==> config.mk <==
export PLATFORM = sky130hd
export DESIGN_NAME = mem_arbiter
export DESIGN_NICKNAME = d
export VERILOG_FILES = /design/src/rtl/mem_arbiter.sv
export SDC_FILE = /design/constraint.sdc
export NUM_CORES = 1
export LEC_CHECK = 0
export CAP_MARGIN = 5
export CORE_AREA = 2 2 107 109
export CTS_CLUSTER_SIZE = 25
export DETAILED_ROUTE_END_ITERATION = 8
export DIE_AREA = 0 0 109 111
export PLACE_DENSITY_LB_ADDON = 0.25
export SYNTH_ARGS = -nofsm -noshare
export SYNTH_HDL_FRONTEND = slang
export SYNTH_SLANG_ARGS = --single-unit
==> constraint.sdc <==
create_clock -name clk -period 3.4 [get_ports clk]
set_input_delay 1.02 -clock clk [delete_from_list [all_inputs] [get_ports clk]]
set_output_delay 1.02 -clock clk [all_outputs]
set_load 0.05 [all_outputs]
==> src/rtl/mem_arbiter.sv <==
// Fetch/data arbiter in front of a single-port word memory, with fetch starvation guard.
// Define MEM_ARBITER_RMW_EN to turn sub-word stores into a read-modify-write of the whole word.
`timescale 1ns/1ps
module mem_arbiter #(
  parameter int ADDR_WIDTH = 32,
  parameter int STARVE_MAX = 4
) (
  input  logic                  clk,
  input  logic                  reset,
  input  logic                  if_req,
  input  logic [ADDR_WIDTH-1:0] if_addr,
  output logic                  if_gnt,
  output logic                  if_rvalid,
  output logic [31:0]           if_rdata,
  input  logic                  dm_req,
  input  logic                  dm_we,
  input  logic [ADDR_WIDTH-1:0] dm_addr,
  input  logic [31:0]           dm_wdata,
  input  logic [1:0]            dm_swhb,
  output logic                  dm_gnt,
  output logic                  dm_rvalid,
  output logic [31:0]           dm_rdata,
  output logic                  mem_en,
  output logic                  mem_we,
  output logic [ADDR_WIDTH-3:0] mem_addr,
  output logic [31:0]           mem_wdata,
  output logic [3:0]            mem_wstrb,
  input  logic [31:0]           mem_rdata,
  output logic                  stall_if,
  output logic                  stall_mem
);

`ifdef MEM_ARBITER_RMW_EN
  localparam bit RMW_EN = 1'b1;
`else
  localparam bit RMW_EN = 1'b0;
`endif

  localparam int CNT_W = $clog2(STARVE_MAX + 1);
  localparam logic [CNT_W-1:0] STARVE_LIM = CNT_W'(STARVE_MAX);

  typedef enum logic {ARB = 1'b0, RMW_MERGE = 1'b1} state_e;

  function automatic logic [3:0] lane_strb(input logic [1:0] swhb, input logic [1:0] lsb);
    case (swhb)
      2'b01:   return 4'b0001 << lsb;
      2'b10:   return 4'b0011 << {lsb[1], 1'b0};
      default: return 4'b1111;
    endcase
  endfunction

  function automatic logic [31:0] lane_data(input logic [1:0] swhb, input logic [1:0] lsb,
                                            input logic [31:0] wdata);
    case (swhb)
      2'b01:   return {24'b0, wdata[7:0]} << {lsb, 3'b000};
      2'b10:   return {16'b0, wdata[15:0]} << {lsb[1], 4'b0000};
      default: return wdata;
    endcase
  endfunction

  function automatic logic [31:0] merge_word(input logic [31:0] old_w, input logic [31:0] new_w,
                                             input logic [3:0] strb);
    logic [31:0] r;
    for (int i = 0; i < 4; i++) r[8*i +: 8] = strb[i] ? new_w[8*i +: 8] : old_w[8*i +: 8];
    return r;
  endfunction

  state_e                  state_q, state_d;
  logic [CNT_W-1:0]        starve_q, starve_d;
  logic                    run_q;
  logic                    if_rvalid_q, if_rvalid_d;
  logic                    dm_rvalid_q, dm_rvalid_d;
  logic [ADDR_WIDTH-3:0]   rmw_addr_q, rmw_addr_d;
  logic [31:0]             rmw_data_q, rmw_data_d;
  logic [3:0]              rmw_strb_q, rmw_strb_d;
  logic                    dm_sub, fetch_first;
  logic                    unused_addr;

  assign unused_addr = ^if_addr[1:0];

  always_comb begin
    state_d     = state_q;
    rmw_addr_d  = rmw_addr_q;
    rmw_data_d  = rmw_data_q;
    rmw_strb_d  = rmw_strb_q;
    if_gnt      = 1'b0;
    dm_gnt      = 1'b0;
    mem_en      = 1'b0;
    mem_we      = 1'b0;
    mem_addr    = '0;
    mem_wdata   = '0;
    mem_wstrb   = '0;
    dm_sub      = dm_we && (dm_swhb == 2'b01 || dm_swhb == 2'b10);
    fetch_first = if_req && (starve_q == STARVE_LIM);
    // run_q holds grants off until the first clock edge after reset release
    if (run_q) begin
      case (state_q)
        ARB: begin
          if (dm_req && !fetch_first) begin
            mem_en   = 1'b1;
            mem_addr = dm_addr[ADDR_WIDTH-1:2];
            if (RMW_EN && dm_sub) begin
              rmw_addr_d = dm_addr[ADDR_WIDTH-1:2];
              rmw_data_d = lane_data(dm_swhb, dm_addr[1:0], dm_wdata);
              rmw_strb_d = lane_strb(dm_swhb, dm_addr[1:0]);
              state_d    = RMW_MERGE;
            end else begin
              dm_gnt = 1'b1;
              mem_we = dm_we;
              if (dm_we) begin
                mem_wdata = lane_data(dm_swhb, dm_addr[1:0], dm_wdata);
                mem_wstrb = lane_strb(dm_swhb, dm_addr[1:0]);
              end
            end
          end else if (if_req) begin
            if_gnt   = 1'b1;
            mem_en   = 1'b1;
            mem_addr = if_addr[ADDR_WIDTH-1:2];
          end
        end
        RMW_MERGE: begin
          mem_en    = 1'b1;
          mem_we    = 1'b1;
          mem_addr  = rmw_addr_q;
          mem_wdata = merge_word(mem_rdata, rmw_data_q, rmw_strb_q);
          mem_wstrb = 4'b1111;
          dm_gnt    = 1'b1;
          state_d   = ARB;
        end
        default: state_d = ARB;
      endcase
    end
    stall_if  = run_q && if_req && !if_gnt;
    stall_mem = run_q && dm_req && !dm_gnt;
    if (if_gnt)                               starve_d = '0;
    else if (stall_if && starve_q != STARVE_LIM) starve_d = starve_q + 1'b1;
    else                                      starve_d = starve_q;
    if_rvalid_d = if_gnt;
    dm_rvalid_d = dm_gnt && !mem_we;
    if_rdata    = if_rvalid_q ? mem_rdata : 32'h0;
    dm_rdata    = dm_rvalid_q ? mem_rdata : 32'h0;
    if_rvalid   = if_rvalid_q;
    dm_rvalid   = dm_rvalid_q;
  end

  always_ff @(posedge clk or negedge reset) begin
    if (!reset) begin
      state_q     <= ARB;
      starve_q    <= '0;
      run_q       <= 1'b0;
      if_rvalid_q <= 1'b0;
      dm_rvalid_q <= 1'b0;
    end else begin
      state_q     <= state_d;
      starve_q    <= starve_d;
      run_q       <= 1'b1;
      if_rvalid_q <= if_rvalid_d;
      dm_rvalid_q <= dm_rvalid_d;
    end
  end

  // Merge operands are only consumed in RMW_MERGE, so they carry no reset
  always_ff @(posedge clk) begin
    rmw_addr_q <= rmw_addr_d;
    rmw_data_q <= rmw_data_d;
    rmw_strb_q <= rmw_strb_d;
  end

endmodule
After elaboration in Yosys (flattened, before gate mapping)
Cells that the tools add are included.

Register bits: 6. Bits of input ports: 135.

Muxes and demuxes: 24. Shifts and indexed selects: 4. Equal/unequal tests: 4. Add/subtract/negate cells: 1. Reduce and logical (&&, ||, !) cells: 13.

Operator list (count): $mux W32 (5); $mux W30 (3); $pmux W32 S2 (1); $shl A16 B5 Y32 (1); $shl A8 B5 Y32 (1); $mux W4 (3); $mux W1 (9); $logic_and A1 B1 Y1 (8); $pmux W4 S2 (1); $mux W3 (2); $logic_not A1 Y1 (4); $shl A1 B2 Y4 const A (1); $shl A2 B2 Y4 const A (1); $add A3 B1 Y3 const B (1); $eq A3 B3 Y1 const B (1); $ne A3 B3 Y1 const B (1); $eq A2 B1 Y1 const B (1); $eq A2 B2 Y1 const B (1); $reduce_bool A2 Y1 (1).

Depth between registers and ports, before layout
Depth after elaboration: 11. Mapped depth: 7.

Worst setup path after synthesis
OpenSTA, ideal clock, no wires.

Path type: input port to output port. Start point: input port dm_swhb[0]. End point: output port mem_wdata[26]. Required time: 2.380 ns. Setup slack: -0.310 ns. Data arrival time: 2.690 ns. Buffers on the path: 2. Stages on the path: 7. Cell sequence: inv_1 > ha_1 > buf_2 > and3b_1 > buf_2 > nand2_1 > a21oi_1.

Word-level cells in the longest chain between the ends: 5. Elaborated cells between the ends (all ways): 6.

RTL lines: start, declared (RTL line 19) `input logic [1:0] dm_swhb,`; $eq A2 B2 Y1 or $eq A2 B1 Y1 (tied branches) (RTL line 54) `case (swhb)`; $pmux W32 S2 * (RTL line 54); $mux W32 * (RTL line 110) `if (dm_we) begin`; $mux W32 * (RTL line 99) `if (dm_req && !fetch_first) begin`; $mux W32 * (RTL line 96) `if (run_q) begin`; end, declared (RTL line 26) `output logic [31:0] mem_wdata,`.

Mark *: on every way between the ends. The rest lies on a longest branch, timed or not.

Worst setup path after layout
Start point: input port dm_swhb[0]. End point: output port mem_wdata[14].

Same word-level chain as after synthesis.

==> metrics.yaml <==
rr_startpoint: "starve_q[0]"
comb_power_share: 0.752
dpl_cell_area_um2: 6346
dieArea_um2: 12100
crit_path_start_kind: "input pin"
power.leakage_nw: 2.633
fin_tns_setup_ps: 0
finalHoldViolCount: 0
crit_path_end_kind: "primary output"
htreeDepth: 1
synthToLayoutAreaGrowth_pct: 206.1
grt_pass1_wl_um: 18770
ys_seq_area_frac: 0.06944
ant_nets: 0
arrival_ps: 2320
die_y_um: 111
drtIter0Drc: 173
stdcell_count: 783
path_buf_inv: 4
insertion_delay_ps: 230
crit_end: "mem_wdata[14]"
min_period_over_period: 0.9834
path_class: "in -> out"
rr_worst_depth: 5
status: "complete, no violations"
synth_cells: 368
grt_max_degree: 37
cts_tree: "done"
p_sw_mw: 0.4795
cts_buffer_depth: 2
die_w_um: 109
switching_share: 0.4340
ys.flop_type: "dfrtp_1"
wl_per_cell_um: 15.72
yosysMostFrequentCell: "and2_1"
r2r_slack_ps: 1920
setup_viol: 0
crit_fanout: 8
synth_cell_type_count: 36
ir_drop_mv: 0.1797
clk_pin_slew_ps: 30
reg2reg_to: "dm_rvalid"
async_reset_ff_frac: 1.000
fin_total_pwr_mw: 1.105
grt_pass1_vias: 3599
overflow: 0
critPathRequiredTime_ps: 2380
drtPass1Iterations: 4
drv_slew: 0
seqPwrFrac: 0.077
synth.cell_area_um2: 2162
avgViaCountPerCell: 4.714
ys_top_cells_by_area: "and2_1, nand2_1, o22ai_1, dfrtp_1, a21oi_1"
final_area_um2: 6618
fillers: 942
synth_top_area_cell: "and2_1"
grtUsageTotal: 0.1930
synth_edf_count: 0
numPortBuffers: 270
post_cts_buffers: 0
coreArea_um2: 11080
cts-root-buf: "clkbuf_16"
drive_above_1_share: 0.3781
slew_headroom: 0.6371
yosys_warnings: 0
synth_top_area_share: 0.2720
fin_ws_ps: 56.55
cap_violations: 0
vias: 3691
final_nets: 781
cts_buffers: 3
clkPwrFrac: 0.171
crit_path_top_delay_cell: "nor4bb_2"
num_rows: 39
min_path_type: "reg -> reg"
worst_pin_slew_ps: 542.6
clock_sinks: 6
synth_common_cells: "and2_1, nand2_1, o22ai_1, a21oi_1, clkbuf_1"
crit_chain: "buf_6 > inv_2 > ha_4 > nor4bb_2 > buf_4 > nand2_2 > a21oi_4 > buf_12"
pwr_density_cell_nw_per_um2: 167.0
drt_wl_total_um: 12310
placed_cells: 779
max_stage_delay_ps: 270
critPathLaunch: "dm_swhb[0]"
drc: 0
place.gp.congestion: 0.8414
diodes: 0
dp_hpwl_um: 10030
clock_skew_ps: 1.407
antenna_found_initial: 0
synth_seq_cells: 6
avgSynthCellArea_um2: 5.875
cp.depth: 8
pre_cts_ws_ps: -459.9
period_needed_ps: 3343
synth.net_count: 507
timing.fmax_mhz: 299.1
initial_utilization: 0.1952
p_int_mw: 0.6253
postCtsHoldBufs: 0
rsz0062_at_grt: "yes"
crit_family: "buffers and inverters"
io_pins: 273
## flip-flops by register name, summed over array words and instances, names as in the netlist
register and cells:
run_q 1, starve_q 3, dm_rvalid 1, if_rvalid 1
## worst min-delay path by stage
stage / start / end / slack (ps) / depth (start not counted)
after floorplan: starve_q[0] / starve_q[0] / 470 / 1
final: starve_q[0] / starve_q[0] / 520 / 1
after global routing: starve_q[0] / starve_q[0] / 570 / 1
after detailed placement: starve_q[0] / starve_q[0] / 510 / 1
after global placement: starve_q[0] / starve_q[0] / 490 / 1
after CTS: starve_q[0] / starve_q[0] / 510 / 1
## stage by stage
stage / hold slack, ps / utilization
floorplan: 471.8 / -
global placement: 492.7 / 0.5729
detailed placement: 505.7 / 0.5729
CTS: 514.4 / 0.5917
global route: 565.2 / 0.5974
finish: 520.0 / 0.5974
## cells in the final DEF (no fill, tap or decap), types with 3 or more instances in the layout
cell,instances
a21oi_2,9
a21oi_4,25
a22oi_1,5
a22oi_2,3
and2_1,94
buf_12,107
buf_4,63
buf_6,5
clkbuf_16,3
clkdlybuf4s50_1,128
dfrtp_1,6
dlygate4sd2_1,3
inv_1,5
nand2_1,81
nand2_2,4
nand2_4,5
nand3_1,7
nand3_2,3
o211ai_1,8
o21ai_0,9
o21ai_1,4
o22ai_1,30
## timing repair
item	CTS	global route
setup endpoints to repair	69	35
cloned	1	0
pin swaps	11	3
resized for setup	47	16
## final cells by class
type                    instances  area (µm²)  share of cell area
repair buffers                307        3984              0.6020
multi-input cells             315        2188              0.3307
well taps                     143       178.9             0.02704
flip-flops and latches          6       150.1             0.02269
clock buffers                   3       75.07             0.01134
inverters                       8       33.78            0.005105
repair inverters                1       7.507            0.001134
## logic make-up after synthesis
kind of cell	after synthesis	synth area share
buffers and inverters	47	0.1117
AOI/OAI and AO/OA	100	0.2928
and+or+nand+nor	210	0.5012
adders and majority gates	4	0.02315
DFF	6	0.06944
other	1	0.001734
## power by group through the flow
stage	sequential (mW)	clock [mW]	combinational (mW)
3_3_place_gp	0.0842	0	0.793
4_1_cts	0.0846	0.192	0.824
5_1_grt	0.0860	0.199	0.875
6_report	0.0850	0.189	0.831
3_5_place_dp	0.0850	0	0.805
2_1_floorplan	0.0872	0	0.386
## metal layers
metal / vias up / global-route usage / routed length, µm
met5: - / 0 / 0
met3: 24 / 0.04468 / 1162
met4: 0 / 0.06410 / 398
met1: 1703 / 0.2092 / 4340
li1: 1781 / - / -
met2: 183 / 0.3590 / 6408
No activity file was read; power rests on OpenSTA's default activity.
